File: src/rtl/mem_stage_sram_ctrl_if.sv
// Pipeline-side request/response and SRAM pad signals of the MEM-stage SRAM controller.
interface mem_stage_sram_ctrl_if #(
  parameter int SRAM_ADDR_WIDTH = 18
);
  logic                       memRead;
  logic                       memWrite;
  logic [31:0]                address;
  logic [31:0]                writeData;
  logic [31:0]                readData;
  logic                       ready;
  logic                       stall;
  logic [SRAM_ADDR_WIDTH-1:0] sramAddress;
  logic [15:0]                sramDQOut;
  logic [15:0]                sramDQIn;
  logic                       sramDQOe;
  logic                       sramWE_N;
  logic                       sramOE_N;

  modport slave (
    input  memRead, memWrite, address, writeData, sramDQIn,
    output readData, ready, stall, sramAddress, sramDQOut, sramDQOe, sramWE_N, sramOE_N
  );

  modport master (
    output memRead, memWrite, address, writeData, sramDQIn,
    input  readData, ready, stall, sramAddress, sramDQOut, sramDQOe, sramWE_N, sramOE_N
  );
endinterface

File: src/rtl/mem_stage_sram_ctrl.sv
// MEM-stage data-memory sequencer: each 32-bit load/store becomes two 16-bit
// accesses to an asynchronous SRAM, with the pipeline stalled until completion.
module mem_stage_sram_ctrl #(
  parameter int          SRAM_ADDR_WIDTH = 18,
  parameter int          WAIT_CYCLES     = 2,
  parameter logic [31:0] MEM_BASE        = 32'd1024
) (
  input  logic                 clk,
  input  logic                 rst,
  mem_stage_sram_ctrl_if.slave bus
);
  localparam int         IDX_W    = SRAM_ADDR_WIDTH - 1;
  localparam logic [2:0] LAST_CNT = 3'(WAIT_CYCLES);

  typedef enum logic [1:0] {
    IDLE = 2'd0,
    LOW  = 2'd1,
    HIGH = 2'd2,
    DONE = 2'd3
  } state_e;

  state_e           state_q, state_d;
  logic [2:0]       cnt_q, cnt_d;
  logic             write_q, write_d;
  logic [IDX_W-1:0] idx_q, idx_d;
  logic [31:0]      wdata_q, wdata_d;
  logic [31:0]      rdata_q, rdata_d;

  logic             request_s;
  logic             last_s;
  logic             in_access_s;
  logic [31:0]      offset_s;
  logic             unused_offset_s;

  assign request_s       = bus.memRead | bus.memWrite;
  assign offset_s        = bus.address - MEM_BASE;
  // Byte-lane bits and word-index bits beyond the SRAM are deliberately dropped.
  assign unused_offset_s = ^{offset_s[31:SRAM_ADDR_WIDTH+1], offset_s[1:0]};
  assign last_s          = (cnt_q == LAST_CNT);
  assign in_access_s     = (state_q == LOW) || (state_q == HIGH);

  // State, wait counter and latched request registers
  always_ff @(posedge clk or negedge rst) begin
    if (!rst) begin
      state_q <= IDLE;
      cnt_q   <= 3'd0;
      write_q <= 1'b0;
      idx_q   <= {IDX_W{1'b0}};
      wdata_q <= 32'd0;
      rdata_q <= 32'd0;
    end else begin
      state_q <= state_d;
      cnt_q   <= cnt_d;
      write_q <= write_d;
      idx_q   <= idx_d;
      wdata_q <= wdata_d;
      rdata_q <= rdata_d;
    end
  end

  // Next-state sequencing and load-data capture
  always_comb begin
    state_d = state_q;
    cnt_d   = cnt_q;
    write_d = write_q;
    idx_d   = idx_q;
    wdata_d = wdata_q;
    rdata_d = rdata_q;
    case (state_q)
      IDLE: begin
        if (request_s) begin
          write_d = bus.memWrite;
          idx_d   = offset_s[SRAM_ADDR_WIDTH:2];
          wdata_d = bus.writeData;
          cnt_d   = 3'd0;
          state_d = LOW;
        end else begin
          state_d = IDLE;
        end
      end
      LOW: begin
        if (last_s) begin
          cnt_d   = 3'd0;
          state_d = HIGH;
          rdata_d[15:0] = write_q ? rdata_q[15:0] : bus.sramDQIn;
        end else begin
          cnt_d = cnt_q + 3'd1;
        end
      end
      HIGH: begin
        if (last_s) begin
          cnt_d   = 3'd0;
          state_d = DONE;
          rdata_d[31:16] = write_q ? rdata_q[31:16] : bus.sramDQIn;
        end else begin
          cnt_d = cnt_q + 3'd1;
        end
      end
      DONE:    state_d = IDLE;
      default: state_d = IDLE;
    endcase
  end

  // Pipeline handshake and SRAM pins decoded from the registered state;
  // the last cycle of each half holds address/data with WE_N released.
  assign bus.readData    = rdata_q;
  assign bus.ready       = (state_q == DONE);
  assign bus.stall       = ((state_q == IDLE) && request_s) || in_access_s;
  assign bus.sramAddress = in_access_s ? {idx_q, (state_q == HIGH)} : {SRAM_ADDR_WIDTH{1'b0}};
  assign bus.sramDQOut   = (state_q == LOW)  ? wdata_q[15:0]  :
                           (state_q == HIGH) ? wdata_q[31:16] : 16'h0000;
  assign bus.sramDQOe    = in_access_s && write_q;
  assign bus.sramWE_N    = !(in_access_s && write_q && (cnt_q < LAST_CNT));
  assign bus.sramOE_N    = !(in_access_s && !write_q);

endmodule

File: src/flat_wrapper.sv
// flat-port wrapper written by rule: the top's interface ports become plain ports
module mem_stage_sram_ctrl_flat 
#(
  parameter int          SRAM_ADDR_WIDTH = 18,
  parameter int          WAIT_CYCLES     = 2,
  parameter logic [31:0] MEM_BASE        = 32'd1024
)
  (clk, rst, bus_memRead, bus_memWrite, bus_address, bus_writeData, bus_sramDQIn, bus_readData, bus_ready, bus_stall, bus_sramAddress, bus_sramDQOut, bus_sramDQOe, bus_sramWE_N, bus_sramOE_N);
  mem_stage_sram_ctrl_if #(.SRAM_ADDR_WIDTH(SRAM_ADDR_WIDTH)) bus_i ();
  input  logic clk;
  input  logic rst;
  input wire logic [$bits(bus_i.memRead)-1:0] bus_memRead;
  input wire logic [$bits(bus_i.memWrite)-1:0] bus_memWrite;
  input wire logic [$bits(bus_i.address)-1:0] bus_address;
  input wire logic [$bits(bus_i.writeData)-1:0] bus_writeData;
  input wire logic [$bits(bus_i.sramDQIn)-1:0] bus_sramDQIn;
  output wire logic [$bits(bus_i.readData)-1:0] bus_readData;
  output wire logic [$bits(bus_i.ready)-1:0] bus_ready;
  output wire logic [$bits(bus_i.stall)-1:0] bus_stall;
  output wire logic [$bits(bus_i.sramAddress)-1:0] bus_sramAddress;
  output wire logic [$bits(bus_i.sramDQOut)-1:0] bus_sramDQOut;
  output wire logic [$bits(bus_i.sramDQOe)-1:0] bus_sramDQOe;
  output wire logic [$bits(bus_i.sramWE_N)-1:0] bus_sramWE_N;
  output wire logic [$bits(bus_i.sramOE_N)-1:0] bus_sramOE_N;
  assign bus_i.memRead = bus_memRead;
  assign bus_i.memWrite = bus_memWrite;
  assign bus_i.address = bus_address;
  assign bus_i.writeData = bus_writeData;
  assign bus_i.sramDQIn = bus_sramDQIn;
  assign bus_readData = bus_i.readData;
  assign bus_ready = bus_i.ready;
  assign bus_stall = bus_i.stall;
  assign bus_sramAddress = bus_i.sramAddress;
  assign bus_sramDQOut = bus_i.sramDQOut;
  assign bus_sramDQOe = bus_i.sramDQOe;
  assign bus_sramWE_N = bus_i.sramWE_N;
  assign bus_sramOE_N = bus_i.sramOE_N;
  mem_stage_sram_ctrl #(.SRAM_ADDR_WIDTH(SRAM_ADDR_WIDTH), .WAIT_CYCLES(WAIT_CYCLES), .MEM_BASE(MEM_BASE)) u_core (.clk(clk), .rst(rst), .bus(bus_i));
endmodule
File: config.mk
export PLATFORM = sky130hd
export DESIGN_NAME = mem_stage_sram_ctrl_flat
export DESIGN_NICKNAME = d
export VERILOG_FILES = /design/src/rtl/mem_stage_sram_ctrl_if.sv /design/src/rtl/mem_stage_sram_ctrl.sv /design/src/flat_wrapper.sv
export SDC_FILE = /design/constraint.sdc
export NUM_CORES = 1
export LEC_CHECK = 0
export CAP_MARGIN = 15
export CORE_UTILIZATION = 35
export DETAILED_ROUTE_END_ITERATION = 6
export GPL_TIMING_DRIVEN = 0
export PLACE_DENSITY = 0.79
export SYNTH_ARGS = -nofsm -noshare
export SYNTH_HDL_FRONTEND = slang
export SYNTH_SLANG_ARGS = --single-unit
File: constraint.sdc
create_clock -name clk -period 4.1 [get_ports clk]
set_input_delay 1.23 -clock clk [delete_from_list [all_inputs] [get_ports clk]]
set_output_delay 1.23 -clock clk [all_outputs]
set_load 0.01 [all_outputs]
==> key figures, run 1 <==
Setup path
  • Crit path cell chain: clkdlybuf4s50_1 > o21ai_1 > clkbuf_4 > nand2b_1 > clkdlybuf4s50_1
  • RR Startpoint: u_core.state_q[0]
  • FF-to-FF setup slack: between 2000 and 2500 ps
  • Crit Path Class: primary input to primary output
  • Critical path buffer and inverter count: 3
  • Worst path slowest cell: clkdlybuf4s50_1
  • Largest delay contributor family on the critical path: buffers and inverters
  • Capture point of the worst reg-to-reg path: u_core.idx_q[0]
  • FF-to-FF path depth: 7
  • Worst Setup End Kind: primary output
  • CP required: between 2000 and 3000 ps
  • CP Max Fanout: 10
  • WP depth: 5
  • Crit path launch type: primary input
  • CP max stage delay: 570 ps
  • CP dominant cell by count: clkdlybuf4s50_1
  • Crit path arrival time: approximately 2700 ps

Placement
  • Gpl congestion: ~0.80
  • Placed Area: ~5400 um2
  • Port Buffers: between 100 and 150
  • Hpwl dp: between 6 and 7 mm

Cells and area
  • Finished Cell Area: 5600 um2
  • Antenna diodes: 0
  • Layout cells sized above 1: a little under an eighth
  • Fin nets: slightly above 600
  • Area delta synth->final: 46.8%
  • Layout Utilization: 53.5%

Synthesis
  • Syn_area_per_cell: just over 10 um2
  • Synth warn: 0
  • Yosys cell types: 30
  • Synth cell count leaders: nand2_1 (133), dfrtp_1 (87), mux2_2 (34), and2_1 (18)
  • FFs w/ async S/R, synth: 100%
  • Yosys top cell by area: dfrtp_1
  • Most frequent cell after synthesis: nand2_1
  • Syn_nets: around 460
  • Post-synth EDFFs: 0
  • Syn Inst Count: 370
  • Post-synth top area share: between 50% and 60%
  • #FFs+latches synth: 87
  • Primary flip-flop cell chosen by synthesis mapping: dfrtp_1
  • Sequential-to-total area share from yosys stat: between 50% and 60%
  • Synth Cell Area: about 3800 um2
  • Top post-synthesis cells by area: dfrtp_1 (57%), nand2_1 (13%), mux2_2 (10%)

Min path
  • Min-delay src: u_core.idx_q[3]
  • Min-delay worst type: flip-flop to flip-flop
  • Worst Hold Depth: 2
  • Hold Path Sink: u_core.idx_q[3]

GRT
  • First-pass GRT wire length: roughly 16 mm
  • Tot GR Track Use: between 10% and 20%
  • Largest net degree at the start of global routing: 72
  • Initial antenna violation count: 0
  • Vias in the first global route: 3266
  • Grt total ovfl: 0

Power and ir drop
  • Switching power: about 1600 uW
  • VDD IR max: 0.343 mV
  • Leak pwr: 0.00250 uW
  • PD cells: approximately 800 nW/um2
  • Comb pwr share: ~52%
  • P_int: between 2000 and 3000 uW
  • Switching Share: ~37%
  • Power Total: about 4400 uW
  • Clk pwr share: 13.2%
  • Sequential share of power: between 30% and 40%

Timing
  • Final worst path period share: a little over nine tenths
  • RSZ-0062 raised after global routing: no
  • Slew margin rel.: about 64%
  • Fmax achieved: 254 MHz
  • Period minus WS final: about 3900 ps
  • Total negative slack: 0 ps
  • Clock Skew: 16.7 ps
  • Pins Over Slew Limit: 0
  • Final setup violation count: 0
  • Final Hold Viols: 0
  • Worst-Margin Slew: around 530 ps

Routing
  • Count of antenna-violating nets left after detailed routing: 0
  • Routed len/inst: 14.1 um
  • Via density: 4.82
  • Drt pass-1 iters: 5
  • DRC errors left: 0
  • Initial DRC count: about 110
  • Routed Wire Length: a little over 9 mm
  • Routed via count: between 3k and 4k

CTS
  • Htree depth: 3
  • Post-CTS Setup Inserts: 0
  • CTS root buf: clkbuf_8
  • Worst skew pair latency: between 300 and 400 ps
  • Clock sinks: 87
  • CTS tree: yes
  • Cts hold-fix bufs: 0
  • CTS Buf Count: 9
  • Clk buf depth: 2
  • Clock-pin slew on the worst setup and hold paths: ~100 ps

Job
  • Max Cap Viol: 0

Floorplan
  • Core area: around 10000 um2
  • Initial core utilization: between 30% and 40%
  • Die W: 106 um
  • IO Count: 155
  • FP Rows: 37
  • Die footprint: 11300 um2
  • DIE HEIGHT: 106 um

Outcome
  • Status: finished, final reports clean
==> stage by stage <==
stage / hold slack [ps] / instances / setup WS, ps
2_1_floorplan: 438 / 370 / 1070
4_1_cts: 483 / 662 / 42.8
3_5_place_dp: 457 / 646 / -93.8
6_report: 476 / 662 / 159
5_1_grt: 503 / 662 / 61.1
3_3_place_gp: 450 / 645 / -1250
==> flip-flops by register name, indices dropped and copies added (netlist names) <==
| name | cells |
|---|---|
| u_core.idx_q | 17 |
| u_core.bus.readData | 32 |
| u_core.wdata_q | 32 |
| u_core.write_q | 1 |
| u_core.cnt_q | 3 |
| u_core.state_q | 2 |
==> worst min-delay path: cells and delay by family, from the launching register on <==
family | cells | cell delay (ps)
DFF | 1 | 350
and+or+nand+nor | 2 | 100
==> what timing repair did <==
item                       4_1_cts  5_1_grt
resized for setup                3        5
setup endpoints to repair       11        3
pin swaps                        0        0
==> power by group through the flow <==
stage | clock, uW | combinational (uW) | sequential, uW
floorplan | 0 | 1070 | 1570
global placement | 0 | 2230 | 1520
CTS | 607 | 2290 | 1530
global route | 644 | 2480 | 1590
detailed placement | 0 | 2280 | 1550
finish | 578 | 2260 | 1530
==> layout by cell type, fill, tap and decap left out, drive strengths merged, types with 2 or more instances in the layout <==
master	synthesis	routed
clkinvlp	0	3
dfrtp	87	87
nand4b	2	2
nor2	6	6
nand2	135	135
clkdlybuf4s50	0	138
or4	3	3
o31ai	2	2
xnor2	2	2
inv	6	10
a22o	15	15
nand3	6	6
mux2	34	34
and2	18	18
ha	5	5
clkbuf	15	24
a31oi	4	4
buf	3	5
o21ai	10	10
or3	4	4
nand2b	4	4
==> logic make-up after synthesis <==
logic type                 after synthesis  synth area share, %
DFF                                     87                 57.1
and+or+nand+nor                        183                 21.7
AOI/OAI and AO/OA                       35                 6.66
xor gates and xnor gates                 2                0.459
buffers and inverters                   24                 2.43
adders and majority gates                5                 1.64
muxes                                   34                 10.0
==> worst max-delay path by stage <==
stage	slack (ps)	start	endpoint
finish	160	bus_memWrite	bus_stall
global placement	-1250	rst	u_core.wdata_q[24]
floorplan	1070	bus_memWrite	bus_stall
global route	60	bus_memWrite	bus_stall
CTS	40	bus_memWrite	bus_stall
detailed placement	-90	bus_memWrite	bus_stall
==> layout make-up <==
type | instances | area (um2)
Clock inverter | 7 | 65.1
Buffer | 18 | 76.3
Timing Repair Buffer | 140 | 1420
Sequential cell | 87 | 2180
Tap cell | 136 | 170
Multi-Input combinational cell | 259 | 1550
Clock buffer | 9 | 124
Fill cell | 970 | 4860
Inverter | 6 | 22.5
==> per-layer routing <==
metal	vias to the layer above	GRT usage, %	wire, um
li1	1530	-	-
met4	0	7.04	153
met3	15	3.68	551
met2	106	28.6	4530
met1	1540	22.8	4110
met5	-	0	0
Note: power is estimated with default switching activity, not from simulation.
==> run 2: changes to the inputs <==
--- a/config.mk
+++ b/config.mk
@@ -5,6 +5,7 @@
 export SDC_FILE = /design/constraint.sdc
 export NUM_CORES = 1
 export LEC_CHECK = 0
+export ABC_AREA = 0
 export CAP_MARGIN = 15
 export CORE_UTILIZATION = 35
 export DETAILED_ROUTE_END_ITERATION = 6
==> results of run 2 <==
The final DEF is identical to that of run 1; final timing and power are the same.
==> run 3: changes to the inputs <==
--- a/config.mk
+++ b/config.mk
@@ -14,3 +14,4 @@
 export SYNTH_ARGS = -nofsm -noshare
 export SYNTH_HDL_FRONTEND = slang
 export SYNTH_SLANG_ARGS = --single-unit
+export TNS_END_PERCENT = 5
==> run 3 against run 2 <==
  * Sequential power is essentially flat
  * Power is essentially flat
  * Cell count is the same
  * Combinational power is essentially flat
  * First-iteration DRC count grew 0.90%
  * Die area is the same
  * Worst hold slack is essentially flat
  * Global-route usage is the same
  * Via count shrank 0.34%
  * Clock skew is essentially flat
  * Largest power group unchanged
  * Critical path type unchanged
  * Sequential share of layout area is essentially flat
==> key figures, run 3 (synthesized netlist as in run 1, its figures left out) <==
Cells and area
  • Layout cells sized above 1: a little under an eighth
  • Seq. cell area: approximately 2200 um2
  • Commonest non-fill, non-tap cell in the layout: clkdlybuf4s50_1
  • Fin nets: a little over 600
  • Area delta synth->final: 46.7%
  • Finished Cell Area: between 5000 and 6000 um2
  • Antenna diodes: 0
  • Multi-input logic area: 1550 um2
  • Commonest non-fill, non-tap cells in the layout: clkdlybuf4s50_1 (138), nand2_1 (133), dfrtp_1 (87)
  • Fillers: approximately 970

Floorplan
  • IO Count: 155
  • Initial core utilization: a little over a third
  • DIE HEIGHT: roughly 110 um
  • Core area: roughly 10000 um2
  • FP Rows: 37
  • Die footprint: about 11000 um2
  • Die W: ~110 um

CTS
  • Clock-pin slew on the worst setup and hold paths: about 100 ps
  • Clk buf depth: 2
  • CTS Buf Count: 9
  • Clock sinks: 87
  • Cts hold-fix bufs: 0
  • CTS root buf: clkbuf_8
  • Worst skew pair latency: roughly 360 ps
  • Htree depth: 3
  • CTS tree: yes

Timing
  • Clock Skew: 16.7 ps
  • Final Hold Viols: 0
  • RSZ-0062 raised after global routing: yes
  • Final setup violation count: 0
  • Hold Slack: ~480 ps
  • Fmax achieved: between 200 and 300 MHz
  • Final worst path period share: between 90 and 100%
  • Pins Over Slew Limit: 0
  • Period minus WS final: between 3000 and 4000 ps
  • Worst-Margin Slew: 537 ps
  • Slew margin rel.: 64.2%

GRT
  • Vias in the first global route: ~3.3k
  • Grt total ovfl: 0
  • First-pass GRT wire length: about 16 mm
  • Tot GR Track Use: between 15 and 20%
  • Initial antenna violation count: 0
  • Largest net degree at the start of global routing: 72

Setup path
  • CP dominant cell by count: clkdlybuf4s50_1
  • Crit path cell chain: clkdlybuf4s50_1 > o21ai_1 > clkbuf_4 > nand2b_1 > clkdlybuf4s50_1
  • CP required: approximately 2900 ps
  • Crit path launch type: primary input
  • Worst Setup End Kind: primary output
  • Crit Path Class: primary input to primary output
  • CP Max Fanout: 10
  • Critical path buffer and inverter count: 3
  • Largest delay contributor family on the critical path: buffers and inverters
  • Worst path slowest cell: clkdlybuf4s50_1
  • Crit path arrival time: between 2000 and 3000 ps
  • CP max stage delay: 570 ps

Placement
  • Gpl congestion: approximately 0.8
  • Placed Area: ~5400 um2
  • Hpwl dp: approximately 6.9 mm
  • Port Buffers: about 140

Routing
  • Via density: between 4 and 5
  • Count of antenna-violating nets left after detailed routing: 0
  • Drt pass-1 iters: 4
  • Initial DRC count: between 100 and 150
  • DRC errors left: 0
  • Routed Wire Length: 9.33 mm
  • Routed len/inst: 14.1 um
  • Routed via count: ~3.2k

Min path
  • Min-delay worst type: flip-flop to flip-flop

Power and ir drop
  • PD cells: 780 nW/um2
  • Power Total: 4360 uW
  • Leak pwr: between 0.002 and 0.0025 uW
  • VDD IR max: 0.345 mV

Job
  • Max Cap Viol: 0

Outcome
  • Status: finished, final reports clean
-- run 3: cell types whose count changed in the layout (fill, tap and decap cells not counted) --
cell      delta
clkbuf_1     +1
clkbuf_2     -1
-- run 3: final timing paths --
check | startpoint | endpoint | slack, ps | cells after the start
min | u_core.idx_q[3] | u_core.idx_q[3] | 480 | 2
max reg2reg | u_core.state_q[0] | u_core.idx_q[0] | 2020 | 7
max in group asynchronous | rst | u_core.cnt_q[1] | 2730 | 2
min in group asynchronous | rst | u_core.idx_q[3] | 730 | 1
max | bus_memWrite | bus_stall | 150 | 5
min reg2reg | u_core.idx_q[3] | u_core.idx_q[3] | 480 | 2
-- run 3: per-stage QoR --
stage               util, %  cells  setup TNS [ps]  worst slack [ps]
finish                 53.5    662               0               147
floorplan                 -    370               0              1070
detailed placement     51.6    646           -93.8             -93.8
CTS                    53.5    662               0              42.8
global route           53.5    662           -12.7             -7.03
global placement       51.4    645         -108130             -1250
-- run 3: final cells by class --
| type | count | area share (%) |
|---|---|---|
| plain buffers | 18 | 1.34 |
| clock buffers | 9 | 2.21 |
| clock inverters | 7 | 1.16 |
| inverters | 6 | 0.402 |
| multi-input cells | 259 | 27.6 |
| flip-flops and latches | 87 | 38.9 |
| well taps | 136 | 3.04 |
| repair buffers | 140 | 25.3 |
-- run 3: layer usage --
metal	routed length, um	global-route usage, %	up-vias
li1	-	-	1530
met1	4140	22.8	1535
met2	4500	28.6	100
met3	535	3.68	15
met4	153	7.04	0
met5	0	0	-
-- run 3: worst reg2reg max path: cells and delay by family (launching register included) --
| kind | cells | cell delay [ps] |
|---|---|---|
| AO/OA/AOI/OAI | 1 | 240 |
| adder cells (fa/ha/maj) | 1 | 260 |
| AND/OR/NAND/NOR | 2 | 200 |
| flip-flops | 1 | 420 |
| buffers and inverters | 3 | 900 |
-- run 3: where the power goes --
| group | total [uW] | switching [uW] | internal, uW |
|---|---|---|---|
| combinational | 2260 | 1030 | 1230 |
| sequential | 1530 | 243 | 1290 |
| clock | 576 | 341 | 235 |
-- run 3: timing repair --
item,in CTS,in global routing
buffers inserted,0,0
endpoints found under the setup margin,11,3
gates resized for setup,3,3
